## src/rtl/cordic_pkg.sv

```systemverilog
// Shared definitions for the CORDIC engine: arctangent table, gain constant,
// mode encoding and controller state type.
package cordic_pkg;

    localparam logic MODE_ROT = 1'b0;
    localparam logic MODE_VEC = 1'b1;

    // Reciprocal of the CORDIC gain, 0.607253 in Q0.16.
    localparam logic [15:0] GAIN_K = 16'h9B75;

    typedef enum logic [1:0] {
        IDLE,
        ITER,
        COMP
    } state_t;

    // atan(2^-i) in Q2.16, rescaled to the fraction width of a Q2.(width-2) operand.
    function automatic logic signed [63:0] atan_q(input int i, input int width);
        logic signed [63:0] base;
        case (i)
            0:       base = 64'sh0C910;
            1:       base = 64'sh076B2;
            2:       base = 64'sh03EB7;
            3:       base = 64'sh01FD6;
            4:       base = 64'sh00FFB;
            5:       base = 64'sh007FF;
            default: begin
                if (i <= 16) begin
                    base = 64'sd1 <<< (16 - i);
                end else begin
                    base = 64'sd0;
                end
            end
        endcase
        if (width >= 18) begin
            return base <<< (width - 18);
        end else begin
            return base >>> (18 - width);
        end
    endfunction

endpackage

```

## src/rtl/cordic_stage.sv

```systemverilog
// One combinational CORDIC micro-rotation; the direction is chosen from z in
// rotation mode and from the sign of y in vectoring mode.
module cordic_stage
    import cordic_pkg::*;
#(
    parameter int IW = 20,
    parameter int SW = 4
) (
    input  logic signed [IW-1:0] x,
    input  logic signed [IW-1:0] y,
    input  logic signed [IW-1:0] z,
    input  logic        [SW-1:0] shift,
    input  logic signed [IW-1:0] atan_i,
    input  logic                 mode,
    output logic signed [IW-1:0] x_next,
    output logic signed [IW-1:0] y_next,
    output logic signed [IW-1:0] z_next
);

    logic                 d_pos;
    logic signed [IW-1:0] x_shr;
    logic signed [IW-1:0] y_shr;

    // d = +1 drives z toward zero (rotation) or y toward zero (vectoring).
    assign d_pos = (mode == MODE_VEC) ? y[IW-1] : ~z[IW-1];

    assign x_shr = x >>> shift;
    assign y_shr = y >>> shift;

    assign x_next = d_pos ? (x - y_shr) : (x + y_shr);
    assign y_next = d_pos ? (y + x_shr) : (y - x_shr);
    assign z_next = d_pos ? (z - atan_i) : (z + atan_i);

endmodule

```

## src/rtl/cordic_engine.sv

```systemverilog
// Iterative CORDIC core retiring ITERS_PER_CYCLE micro-rotations per clock.
// Define CORDIC_GAIN_COMP_EN to add a gain-compensation cycle (x, y scaled by 1/K).
module cordic_engine
    import cordic_pkg::*;
#(
    parameter int WIDTH           = 18,
    parameter int ITERATIONS      = 12,
    parameter int ITERS_PER_CYCLE = 2
) (
    input  logic                    clk,
    input  logic                    rst_n,
    input  logic                    start,
    input  logic                    mode,
    input  logic signed [WIDTH-1:0] x_in,
    input  logic signed [WIDTH-1:0] y_in,
    input  logic signed [WIDTH-1:0] z_in,
    output logic                    busy,
    output logic                    done,
    output logic signed [WIDTH-1:0] x_out,
    output logic signed [WIDTH-1:0] y_out,
    output logic signed [WIDTH-1:0] z_out
);

    // Two guard bits absorb the CORDIC gain and the angle accumulation.
    localparam int IW   = WIDTH + 2;
    localparam int IDXW = $clog2(ITERATIONS + 1);

    localparam logic signed [IW:0] SAT_MAX = $signed({{(IW - WIDTH + 2){1'b0}}, {(WIDTH - 1){1'b1}}});
    localparam logic signed [IW:0] SAT_MIN = $signed({{(IW - WIDTH + 2){1'b1}}, {(WIDTH - 1){1'b0}}});

    if ((ITERATIONS % ITERS_PER_CYCLE) != 0 ||
        (ITERS_PER_CYCLE != 1 && ITERS_PER_CYCLE != 2 && ITERS_PER_CYCLE != 4) ||
        ITERATIONS < 1 || ITERATIONS > WIDTH - 2) begin : g_param_check
        $error("cordic_engine: illegal ITERATIONS/ITERS_PER_CYCLE combination");
    end

    function automatic logic signed [WIDTH-1:0] sat(input logic signed [IW:0] v);
        if (v > SAT_MAX) begin
            return SAT_MAX[WIDTH-1:0];
        end else if (v < SAT_MIN) begin
            return SAT_MIN[WIDTH-1:0];
        end else begin
            return v[WIDTH-1:0];
        end
    endfunction

    state_t               state;
    state_t               state_next;
    logic                 load_op;
    logic                 step_op;
    logic                 finish_op;
    logic                 last_step;
    logic                 mode_r;
    logic [IDXW-1:0]      idx;
    logic signed [IW-1:0] x_r;
    logic signed [IW-1:0] y_r;
    logic signed [IW-1:0] z_r;

    logic signed [IW-1:0] xc [0:ITERS_PER_CYCLE];
    logic signed [IW-1:0] yc [0:ITERS_PER_CYCLE];
    logic signed [IW-1:0] zc [0:ITERS_PER_CYCLE];

    logic signed [WIDTH-1:0] x_fin;
    logic signed [WIDTH-1:0] y_fin;
    logic signed [WIDTH-1:0] z_fin;

    assign xc[0] = x_r;
    assign yc[0] = y_r;
    assign zc[0] = z_r;

    for (genvar k = 0; k < ITERS_PER_CYCLE; k++) begin : g_stage
        logic [IDXW-1:0]      shift_k;
        logic signed [IW-1:0] atan_k;

        assign shift_k = idx + IDXW'(k);
        assign atan_k  = IW'(atan_q(int'(shift_k), WIDTH));

        cordic_stage #(
            .IW (IW),
            .SW (IDXW)
        ) u_stage (
            .x      (xc[k]),
            .y      (yc[k]),
            .z      (zc[k]),
            .shift  (shift_k),
            .atan_i (atan_k),
            .mode   (mode_r),
            .x_next (xc[k+1]),
            .y_next (yc[k+1]),
            .z_next (zc[k+1])
        );
    end

    assign last_step = (idx == IDXW'(ITERATIONS - ITERS_PER_CYCLE));
    assign busy      = (state != IDLE);

`ifdef CORDIC_GAIN_COMP_EN
    logic signed [IW+16:0] x_prod;
    logic signed [IW+16:0] y_prod;
    logic signed [IW:0]    x_scaled;
    logic signed [IW:0]    y_scaled;

    // Scaling happens on the registered iteration result during COMP.
    assign x_prod   = x_r * $signed({1'b0, GAIN_K});
    assign y_prod   = y_r * $signed({1'b0, GAIN_K});
    assign x_scaled = (IW + 1)'(x_prod >>> 16);
    assign y_scaled = (IW + 1)'(y_prod >>> 16);
    assign x_fin    = sat(x_scaled);
    assign y_fin    = sat(y_scaled);
    assign z_fin    = z_r[WIDTH-1:0];
`else
    assign x_fin = sat({xc[ITERS_PER_CYCLE][IW-1], xc[ITERS_PER_CYCLE]});
    assign y_fin = sat({yc[ITERS_PER_CYCLE][IW-1], yc[ITERS_PER_CYCLE]});
    assign z_fin = zc[ITERS_PER_CYCLE][WIDTH-1:0];
`endif

    always_ff @(posedge clk or negedge rst_n) begin
        if (!rst_n) begin
            state <= IDLE;
        end else begin
            state <= state_next;
        end
    end

    // A start arriving on the result-update edge launches the next operation,
    // giving back-to-back throughput without an idle cycle.
    always_comb begin
        state_next = state;
        load_op    = 1'b0;
        step_op    = 1'b0;
        finish_op  = 1'b0;
        case (state)
            IDLE: begin
                if (start) begin
                    load_op    = 1'b1;
                    state_next = ITER;
                end
            end
            ITER: begin
                step_op = 1'b1;
                if (last_step) begin
`ifdef CORDIC_GAIN_COMP_EN
                    state_next = COMP;
`else
                    finish_op = 1'b1;
                    if (start) begin
                        load_op    = 1'b1;
                        state_next = ITER;
                    end else begin
                        state_next = IDLE;
                    end
`endif
                end
            end
            COMP: begin
                finish_op = 1'b1;
                if (start) begin
                    load_op    = 1'b1;
                    state_next = ITER;
                end else begin
                    state_next = IDLE;
                end
            end
            default: state_next = IDLE;
        endcase
    end

    always_ff @(posedge clk or negedge rst_n) begin
        if (!rst_n) begin
            mode_r <= MODE_ROT;
            idx    <= '0;
            x_r    <= '0;
            y_r    <= '0;
            z_r    <= '0;
            done   <= 1'b0;
            x_out  <= '0;
            y_out  <= '0;
            z_out  <= '0;
        end else begin
            done <= finish_op;
            if (load_op) begin
                mode_r <= mode;
                idx    <= '0;
                x_r    <= {{2{x_in[WIDTH-1]}}, x_in};
                y_r    <= {{2{y_in[WIDTH-1]}}, y_in};
                z_r    <= {{2{z_in[WIDTH-1]}}, z_in};
            end else if (step_op) begin
                idx <= idx + IDXW'(ITERS_PER_CYCLE);
                x_r <= xc[ITERS_PER_CYCLE];
                y_r <= yc[ITERS_PER_CYCLE];
                z_r <= zc[ITERS_PER_CYCLE];
            end
            if (finish_op) begin
                x_out <= x_fin;
                y_out <= y_fin;
                z_out <= z_fin;
            end
        end
    end

endmodule

```

## config.mk

```make
export PLATFORM = sky130hd
export DESIGN_NAME = cordic_engine
export DESIGN_NICKNAME = d
export VERILOG_FILES = /design/src/rtl/cordic_pkg.sv /design/src/rtl/cordic_stage.sv /design/src/rtl/cordic_engine.sv
export SDC_FILE = /design/constraint.sdc
export NUM_CORES = 1
export LEC_CHECK = 0
export BUFFER_PORTS_ARGS = -buffer_cell sky130_fd_sc_hd__buf_2
export CAP_MARGIN = 20
export CORE_MARGIN = 2
export CORE_UTILIZATION = 60
export CTS_BUF_LIST = sky130_fd_sc_hd__clkbuf_2 sky130_fd_sc_hd__clkbuf_4 sky130_fd_sc_hd__clkbuf_8
export CTS_CLUSTER_SIZE = 10
export DETAILED_ROUTE_END_ITERATION = 7
export GPL_ROUTABILITY_DRIVEN = 1
export PLACE_DENSITY = 0.82
export SETUP_SLACK_MARGIN = 0.3
export SLEW_MARGIN = 40
export SYNTH_ARGS = -nofsm -noshare
export SYNTH_HDL_FRONTEND = slang
export SYNTH_SLANG_ARGS = --single-unit
```

## constraint.sdc

```tcl
create_clock -name clk -period 23.6 [get_ports clk]
set_input_delay 4.72 -clock clk [delete_from_list [all_inputs] [get_ports clk]]
set_output_delay 4.72 -clock clk [all_outputs]
set_load 0.01 [all_outputs]
```

==> impl_metrics.py <==
metrics = {
    "run_status": {
        "outcome": "complete, no violations",
    },
    "yosys": {
        "synth_commonest_cells": "nand2_1, nor2_1, a21oi_1",
        "synth_top_area_share": 0.1773,
        "synth-seq-cells": 120,
        "synth.avg_cell_area_um2": 7.478,
        "yosysMostFrequentCell": "nand2_1",
        "syn_area_um2": 16940,
        "synth_nets": 2460,
        "netlist_top_cells_area": "dfrtp_1, ha_1, a21oi_1",
        "synth_edf_count": 0,
        "synthArstFlopShare": 1.000,
        "ys_seq_area_frac": 0.1773,
        "synthFlopType": "dfrtp_1",
        "yosys_warnings": 0,
        "synthCells": 2265,
        "synth.distinct_cells": 97,
        "yosys.area.top_type": "dfrtp_1",
    },
    "worst_hold_path": {
        "min_path_type": "register to register",
        "min_from": "z_out[9]",
        "hold_depth": 2,
    },
    "setup_path": {
        "crit_required_ns": 23.93,
        "cp.depth": 35,
        "crit_top_cell": "a21oi_1",
        "worst-path-max-fanout": 51,
        "worst_setup_path_start_kind": "register",
        "cp_slowest_stage_delay_ns": 0.91,
        "r2r_cells": 35,
        "cp-end-kind": "register",
        "crit_slowest_cell": "dfrtp_4",
        "rr_startpoint": "idx[1]",
        "cp-startpoint": "idx[1]",
        "cp.arrival_ns": 12.02,
        "path_buf_inv": 3,
        "criticalPathCategory": "register to register",
        "path_delay_family": "compound AO/OA/AOI/OAI gates",
    },
    "global_routing": {
        "grt_pass1_vias": 16695,
        "grt-ovfl-total": 0,
        "grt_max_degree": 81,
        "antenna_found_initial": 1,
        "grt_usage": 0.4372,
        "grt_pass1_wl_um": 98000,
    },
    "sta": {
        "fin_crit_sh": 0.4952,
        "period_minus_slack_ns": 11.69,
        "fin_tns_setup_ns": 0,
        "setup_viol_count_final": 0,
        "slew_viol_final": 0,
        "skew_ns": 0.02181,
        "rsz0062_at_grt": "no",
        "slew_headroom": 0.3679,
        "final-hold-violation-count": 0,
        "max_slew.worst_pin.slew_ns": 0.9414,
        "max_freq_mhz": 85.56,
    },
    "clock_tree": {
        "path_clk_slew_ns": 0.10,
        "cts_tree": "done",
        "numCtsBuffers": 17,
        "root_buffer": "clkbuf_8",
        "ctsResizeCount": 0,
        "post_cts_buffers": 0,
        "worstSkewPairLatency_ns": 0.50,
        "cts.sinks": 120,
        "cts-hold-fix-buffers": 0,
        "clockBufferDepth": 2,
        "cts_max_level": 4,
    },
    "final_layout": {
        "drive_gt1_frac": 0.1152,
        "areaGrowthSynthToFinish_pct": 6.426,
        "multi_input_area_um2": 13100,
        "num_antenna_cells": 0,
        "fillers": 2580,
        "regArea_um2": 3012,
        "nNetsFinal": 2483,
    },
    "floorplanning": {
        "core.rowCount": 61,
        "io_pins": 114,
        "die-area_um2": 29590,
        "fp.dieW_um": 172.0,
        "core_area_um2": 27780,
        "die-height_um": 172.0,
        "initial_utilization": 0.6097,
    },
    "detailed_routing": {
        "viasPerCell": 6.855,
        "drtPass1Iterations": 8,
        "drt-total-wl_um": 64750,
        "drt-initial-drc-count": 2327,
        "route.met3.wl_um": 7926,
        "met1_length_um": 27640,
        "drc_errors": 0,
        "wl_met2_um": 26460,
        "antenna_left": 0,
        "detail_route.wl_per_cell_um": 24.17,
        "vias": 18364,
        "topRoutingLayerUsed": "met4",
    },
    "placed_design": {
        "numPortBuffers": 113,
        "place.detailed.hpwl_um": 50230,
        "gp_congestion": 1.041,
    },
    "run": {
        "maxCapViolCount": 0,
    },
}
worst paths after layout:
kind / slack [ns] / endpoint
max: 11.91 / x_out[4]
min: 0.49 / z_out[9]
max in group asynchronous: 18.17 / idx[2]
min in group asynchronous: 4.22 / z_out[5]
max reg2reg: 11.91 / x_out[4]
min reg2reg: 0.49 / z_out[9]
per-stage QoR:
step | setup slack [ns] | instance area (um2) | cells | util | hold slack, ns
after global routing | 11.06 | 18030 | 2679 | 0.6489 | 0.5231
after CTS | 12.31 | 18010 | 2679 | 0.6482 | 0.4872
after global placement | 12.73 | 17580 | 2647 | 0.6326 | 0.4557
final | 11.91 | 18030 | 2679 | 0.6489 | 0.4863
after floorplan | 13.04 | 16940 | 2265 | - | 0.4563
after detailed placement | 12.38 | 17600 | 2647 | 0.6335 | 0.4672
cells by family (layout without fill, tap and decap cells):
kind of cell / Yosys count / after routing / synth area share
compound gates: 764 / 764 / 0.2940
fa+ha+maj: 137 / 137 / 0.1039
simple gates: 771 / 771 / 0.2103
mux: 90 / 90 / 0.07010
flops: 120 / 120 / 0.1773
buf+inv: 210 / 246 / 0.05348
xor+xnor: 173 / 173 / 0.09100
sequential cells by signal, indices dropped and copies added, names as in the netlist:
register  count
y_out        18
y_r          20
mode_r        1
z_out        18
idx           3
state         1
x_out        18
z_r          20
x_r          20
done          1
layout make-up:
class	count	area share
Timing Repair Buffer	134	0.04067
Clock inverter	14	0.008884
Sequential cell	120	0.1671
Inverter	80	0.01666
Clock buffer	18	0.01374
Tap cell	378	0.02624
Multi-Input combinational cell	1935	0.7267
cell usage in the layout, fill, tap and decap left out, types with 14 or more instances in the layout:
cell      netlist  routed
and2_1         22      22
o311ai_1       18      18
o22ai_1        17      17
mux4_2         20      20
ha_1          131     131
and3_1         22      22
a21oi_1       200     199
nor2b_1        22      22
mux2_2         17      17
o31ai_1        14      14
nand2b_1       21      21
buf_2          10     112
o21a_1         26      26
inv_1          78      77
mux2i_1        43      43
a211oi_1       27      27
a221o_1        18      18
nor3_1         50      50
xor2_1         58      58
xnor2_1       113     112
o211ai_1       17      17
or2_2          18      17
dfrtp_1       120     117
a21boi_0       16      16
clkbuf_8        0      18
nand2_1       265     265
nor2_1        240     239
a31oi_1        49      49
buf_4           6      20
o21ai_0       181     181
a21o_1         44      44
or3_1          14      14
nand3_1        36      35
per-layer routing:
metal,vias to the layer above,global-route usage
met1,8753,0.6100
met4,0,0.1922
li1,8347,-
met3,162,0.1344
met2,1102,0.6190
met5,-,0
worst register-to-register path: cells and delay by family, from the launching register on:
family                   cells  cell delay [ns]
multiplexers                 1             0.72
buffers and inverters        3             1.07
AO/OA/AOI/OAI               20             5.78
AND/OR/NAND/NOR              6             1.55
adder cells (fa/ha/maj)      3             1.04
XOR/XNOR                     2             0.46
flip-flops                   1             0.91
Power is left out: the tool's default activity adds up to more than one toggle a clock period on the data nets, which glitch-free logic cannot reach.
